**config.mk**
```make
export PLATFORM = sky130hd
export DESIGN_NAME = swm_tx_arbiter
export DESIGN_NICKNAME = d
export VERILOG_FILES = /design/src/rtl/swm_tx_arbiter.sv
export SDC_FILE = /design/constraint.sdc
export NUM_CORES = 1
export LEC_CHECK = 0
export ABC_AREA = 1
export BUFFER_PORTS_ARGS = -buffer_cell sky130_fd_sc_hd__buf_4
export CORE_AREA = 2 2 140 142
export CTS_CLUSTER_SIZE = 8
export DETAILED_ROUTE_END_ITERATION = 6
export DIE_AREA = 0 0 142 144
export GPL_ROUTABILITY_DRIVEN = 1
export GPL_TIMING_DRIVEN = 0
export PLACE_DENSITY_LB_ADDON = 0.1
export SYNTH_ARGS = -nofsm -noshare
export SYNTH_HDL_FRONTEND = slang
export SYNTH_SLANG_ARGS = --single-unit
```
**constraint.sdc**
```tcl
create_clock -name clk_in_clk -period 5.05 [get_ports clk_in_clk]
set_clock_uncertainty 0.1 [all_clocks]
set_input_delay 0.505 -clock clk_in_clk [delete_from_list [all_inputs] [get_ports clk_in_clk]]
set_output_delay 0.505 -clock clk_in_clk [all_outputs]
set_load 0.005 [all_outputs]
```
**src/rtl/swm_tx_arbiter.sv**
```systemverilog
// swm_tx_arbiter: packet-level round-robin arbiter that shares one SerialLite3
// TX burst interface between NUM_SRC Avalon-ST 32-bit sources.
//
// Ports:
//   clk_in_clk, reset_in_rst         clock, async active-low reset
//   avalonst_sink_*                  NUM_SRC Avalon-ST sinks; source i data at [32i+31:32i]
//   data_tx[255:0]                   granted word in [31:0], upper bits zero
//   valid_tx, start_of_burst_tx,
//   end_of_burst_tx                  SerialLite3 burst framing
//   sync_tx[7:0]                     granted source index for far-end demux
//   ready_tx                         SerialLite3 back-pressure
//   drop_count[15:0]                 saturating count of orphan beats discarded in IDLE
//
// A grant is taken in IDLE (no beat moves that cycle), then the granted source
// streams straight through in BUSY until its EOP beat transfers. Packets longer
// than MAX_BURST beats are cut into several bursts without dropping the grant.

// Per-source handshake qualification.
module swm_tx_lane (
  input  logic rst_n,
  input  logic idle,
  input  logic granted,
  input  logic ready_tx,
  input  logic valid,
  input  logic sop,
  output logic cand,
  output logic orphan,
  output logic ready
);
  assign cand   = valid & sop;
  // Only mid-packet beats seen while idle are orphans; they are swallowed.
  assign orphan = idle & valid & ~sop;
  // Gated by reset so ready is 0 while reset is held, even in IDLE.
  assign ready  = rst_n & (orphan | (granted & ready_tx));
endmodule

module swm_tx_arbiter #(
  parameter int NUM_SRC   = 2,
  parameter int MAX_BURST = 64
) (
  input  logic                    clk_in_clk,
  input  logic                    reset_in_rst,
  input  logic [NUM_SRC*32-1:0]   avalonst_sink_data,
  input  logic [NUM_SRC-1:0]      avalonst_sink_valid,
  input  logic [NUM_SRC-1:0]      avalonst_sink_startofpacket,
  input  logic [NUM_SRC-1:0]      avalonst_sink_endofpacket,
  output logic [NUM_SRC-1:0]      avalonst_sink_ready,
  output logic [255:0]            data_tx,
  output logic                    valid_tx,
  output logic                    start_of_burst_tx,
  output logic                    end_of_burst_tx,
  output logic [7:0]              sync_tx,
  input  logic                    ready_tx,
  output logic [15:0]             drop_count
);
  localparam int IW = (NUM_SRC > 1) ? $clog2(NUM_SRC) : 1;
  localparam int CW = (MAX_BURST > 1) ? $clog2(MAX_BURST) : 1;
  localparam logic [CW-1:0] CNT_LAST = CW'(MAX_BURST - 1);

  typedef enum logic {IDLE, BUSY} state_t;

  state_t          state, state_nxt;
  logic [IW-1:0]   grant, grant_nxt, rr, rr_nxt;
  logic [CW-1:0]   cnt, cnt_nxt;
  logic [15:0]     drop_q, drop_nxt;

  logic [NUM_SRC-1:0][31:0] src_data;
  logic [NUM_SRC-1:0]       cand, orphan, gnt_oh;
  logic                     busy, win_found, g_valid, g_eop, xfer;
  logic [IW-1:0]            win_idx;
  logic [31:0]              g_data;
  logic [4:0]               n_orph;
  logic [16:0]              drop_sum;

  assign src_data = avalonst_sink_data;
  assign busy     = (state == BUSY);

  always_comb begin
    gnt_oh = '0;
    for (int i = 0; i < NUM_SRC; i++)
      gnt_oh[i] = busy & (grant == IW'(i));
  end

  for (genvar i = 0; i < NUM_SRC; i++) begin : g_lane
    swm_tx_lane u_lane (
      .rst_n    (reset_in_rst),
      .idle     (~busy),
      .granted  (gnt_oh[i]),
      .ready_tx (ready_tx),
      .valid    (avalonst_sink_valid[i]),
      .sop      (avalonst_sink_startofpacket[i]),
      .cand     (cand[i]),
      .orphan   (orphan[i]),
      .ready    (avalonst_sink_ready[i])
    );
  end

  // Rotating priority: first SOP requester at or after rr, wrapping.
  always_comb begin
    int j;
    j         = 0;
    win_found = 1'b0;
    win_idx   = '0;
    for (int k = 0; k < NUM_SRC; k++) begin
      j = int'(rr) + k;
      if (j >= NUM_SRC) j = j - NUM_SRC;
      if (!win_found && cand[j]) begin
        win_found = 1'b1;
        win_idx   = IW'(j);
      end
    end
  end

  assign g_valid = avalonst_sink_valid[grant];
  assign g_eop   = avalonst_sink_endofpacket[grant];
  assign g_data  = src_data[grant];

  assign valid_tx          = busy & g_valid;
  assign data_tx           = busy ? {224'd0, g_data} : 256'd0;
  assign sync_tx           = busy ? 8'(grant) : 8'd0;
  assign start_of_burst_tx = valid_tx & (cnt == '0);
  assign end_of_burst_tx   = valid_tx & (g_eop | (cnt == CNT_LAST));
  assign xfer              = valid_tx & ready_tx;
  assign drop_count        = drop_q;

  always_comb begin
    n_orph = '0;
    for (int i = 0; i < NUM_SRC; i++)
      n_orph = n_orph + 5'(orphan[i]);
    drop_sum = {1'b0, drop_q} + 17'(n_orph);
    drop_nxt = drop_sum[16] ? 16'hFFFF : drop_sum[15:0];
  end

  always_comb begin
    state_nxt = state;
    grant_nxt = grant;
    rr_nxt    = rr;
    cnt_nxt   = cnt;
    case (state)
      IDLE: begin
        if (win_found) begin
          grant_nxt = win_idx;
          cnt_nxt   = '0;
          state_nxt = BUSY;
        end
      end
      BUSY: begin
        if (xfer) begin
          // Counter wraps at every burst end, forced split or EOP alike.
          cnt_nxt = end_of_burst_tx ? '0 : cnt + 1'b1;
          if (g_eop) begin
            rr_nxt    = (grant == IW'(NUM_SRC - 1)) ? '0 : grant + 1'b1;
            state_nxt = IDLE;
          end
        end
      end
      default: state_nxt = IDLE;
    endcase
  end

  always_ff @(posedge clk_in_clk or negedge reset_in_rst) begin
    if (!reset_in_rst) begin
      state  <= IDLE;
      grant  <= '0;
      rr     <= '0;
      cnt    <= '0;
      drop_q <= '0;
    end else begin
      state  <= state_nxt;
      grant  <= grant_nxt;
      rr     <= rr_nxt;
      cnt    <= cnt_nxt;
      drop_q <= drop_nxt;
    end
  end
endmodule

```
==> run_results.csv <==
group,metric,value,unit
status,status,"finished clean",
synthesis,synth_flop_cell,"dfrtp_1",
pwr,powerDensity,252,nW/um2
synthesis,synth-warning-count,0,
floorplan,row_count,51,
clock_tree,cts_hold_buf,0,
critical_path,r2r_start,"busy",
grt,track_usage,9.47,%
routing,routed_via_density,3.04,
pwr,p_leak,3.67,nW
layout,diodes,0,
sta,rsz0062_at_grt,"false",
critical_path,start_kind,"register",
flow_run,drv_cap,0,
critical_path,critical_path_class,"reg -> reg",
clock_tree,clock-sinks,25,
place,hpwlAfterDp,9.24,mm
floorplan,die_area,20400,um2
floorplan,io_pins,358,
routing,drcViolationCount,0,
synthesis,synth_area,3680,um2
sta,finalMaxSlewViolations,0,
pwr,ir_worst_vdd,0.000117,V
clock_tree,root_buffer,"clkbuf_16",
sta,hold-worst-slack,42.6,ps
routing,avgRoutedWirePerCell,9.64,um
floorplan,start_util,19.3,%
synthesis,synthTopCellsByCount,"buf_4, nand2_1, a22o_1",
layout,final_cells,1075,
grt,grt_pass1_vias,2872,
place,gp_congestion,0.757,
floorplan,fp.dieH,144,um
layout,synthToLayoutAreaGrowth,59.5,%
sta,period_needed,2610,ps
floorplan,dieWidth,142,um
grt,grt_max_degree,27,
grt,antenna_found_initial,0,
synthesis,yosysUniqueCellTypes,32,
sta,fin_setup_tns,0,ps
layout,final_net_count,915,
critical_path,r2r_slack,2440,ps
critical_path,crit_family,"simple AND/OR/NAND/NOR gates",
grt,grt_pass1_wl,15.4,mm
clock_tree,cts_max_level,1,
clock_tree,clk_latency,270,ps
routing,dr.pass1.iters,4,
routing,drt_iter0_markers,83,
sta,period_share,51.8,%
min_path,hold_path_class,"in -> async",
critical_path,critical_path_required,5110,ps
critical_path,path_max_fanout,10,
clock_tree,clockBufferDepth,2,
critical_path,slowest_delay,470,ps
synthesis,yosysSeqAreaShare,17.0,%
synthesis,synth_area_leaders,"buf_4, dfrtp_1, a22o_1",
synthesis,synth_top_area_share,48.6,%
synthesis,postSynthCellCount,477,
synthesis,yosys.area.top_type,"buf_4",
critical_path,cpMaxStageDelayCell,"fa_1",
sta,finalHoldViolations,0,
clock_tree,cts_tree,"done",
critical_path,end_kind,"register",
sta,fmaxAchievable,383,MHz
clock_tree,post_cts_buffers,0,
synthesis,async_flop_share,100,%
clock_tree,clkTransAtPathRegs,70,ps
critical_path,worst-r2r-cell-count,13,
clock_tree,cts_buffers,3,
layout,drive_gt1_share,48.0,%
routing,finalWirelength,10.4,mm
critical_path,critPathBufInv,4,
critical_path,path_cells,"buf_6, inv_2, nand3b_1, fa_1, inv_1, ha_1, nand2_1, inv_2, nand2_2, nor2_4, nand2_1, nor3_1, nor2_1",
critical_path,reg2reg_to,"drop_count[14]",
sta,setup_viol,0,
clock_tree,ctsResizeCount,0,
synthesis,synth-seq-cells,25,
synthesis,synth_edf_count,0,
synthesis,synth.avg_cell_area,7.71,um2
place,io_buffers,126,
routing,final_antenna_net_count,0,
grt,grt_overflow,0,
floorplan,coreArea,19100,um2
critical_path,critPathArrivalTime,2670,ps
routing,vias,3266,
synthesis,synth_most_common_cell,"buf_4",
place,dp_cells,1071,
-- flip-flops by register name, summed over array words and instances (netlist names) --
register	flops
busy	1
cnt	6
grant	1
rr	1
drop_count	16
-- layout by cell type, fill, tap and decap left out --
| cell | n |
|---|---|
| nand3_1 | 12 |
| buf_6 | 4 |
| a31oi_1 | 1 |
| ha_1 | 3 |
| nand2_4 | 2 |
| nand2_2 | 5 |
| a22o_1 | 32 |
| nand3b_1 | 2 |
| xor2_1 | 4 |
| a21oi_1 | 3 |
| nor3_4 | 1 |
| fa_1 | 1 |
| nor2_1 | 13 |
| o21ai_0 | 4 |
| conb_1 | 231 |
| clkbuf_16 | 3 |
| nor3_2 | 2 |
| nand3_2 | 6 |
| nor2_2 | 1 |
| dfrtp_1 | 25 |
| nand3_4 | 1 |
| inv_1 | 26 |
| inv_2 | 8 |
| nor3_1 | 4 |
| nor2_4 | 2 |
| buf_4 | 364 |
| nand2_1 | 55 |
| o21ai_1 | 4 |
| nand4_1 | 13 |
| buf_2 | 1 |
| or2_2 | 1 |
| clkinvlp_4 | 1 |
| xnor2_1 | 1 |
| o31ai_1 | 1 |
-- power by group --
part / leakage [nW] / internal, mW / switching [mW]
clock: 0.0371 / 0.108 / 0.0815
sequential: 0.321 / 0.241 / 0.0508
combinational: 3.31 / 0.553 / 0.444
-- cells by family after synthesis --
logic type | count (synthesis) | synth area share (%)
AOI/OAI and AO/OA | 45 | 9.49
xor gates and xnor gates | 5 | 1.19
adders and majority gates | 4 | 1.56
buffers and inverters | 277 | 53.4
DFF | 25 | 17.0
other | 1 | 0.102
and+or+nand+nor | 120 | 17.2
-- routing by layer --
layer / GRT usage [%] / vias up / wire length [um]
li1: - / 1785 / -
met3: 3.34 / 0 / 1090
met1: 10.8 / 1310 / 3750
met5: 0 / - / 0
met4: 0.316 / 0 / 0
met2: 17.8 / 171 / 5530
-- worst reg2reg max path, cell delays in order (launching register included) --
cell	delay, ps
dfrtp_1	420
buf_6	160
inv_2	90
nand3b_1	150
fa_1	470
inv_1	120
ha_1	240
nand2_1	90
inv_2	80
nand2_2	70
nor2_4	180
nand2_1	110
nor3_1	170
nor2_1	70
-- through the flow --
step / cell area [um2] / power (mW) / utilization [%] / setup slack [ps]
final: 5870 / 1.48 / 30.8 / 2440
after global routing: 5870 / 1.62 / 30.8 / 2190
after global placement: 5790 / 1.31 / 30.3 / 2390
after CTS: 5870 / 1.51 / 30.8 / 2400
after floorplan: 4540 / 0.880 / - / 2740
after detailed placement: 5790 / 1.30 / 30.3 / 2390
-- layout make-up --
type / count / area, um2
multi-input combinational: 405 / 1950
inverter: 34 / 128
sequential: 25 / 626
clock buffer: 3 / 75.1
fill: 2111 / 13200
tap: 238 / 298
timing repair buffer: 126 / 946
clock inverter: 1 / 7.51
buffer: 243 / 1840
-- worst max-delay path by stage --
stage,startpoint,cells past startpoint,slack [ps],endpoint
after floorplan,busy,13,2740,drop_count[14]
after global placement,avalonst_sink_startofpacket[0],12,2390,drop_count[14]
after detailed placement,avalonst_sink_startofpacket[0],12,2390,drop_count[14]
after CTS,busy,13,2400,drop_count[14]
after global routing,busy,13,2190,drop_count[14]
final,busy,13,2440,drop_count[14]
Note: power is estimated with default switching activity, not from simulation.
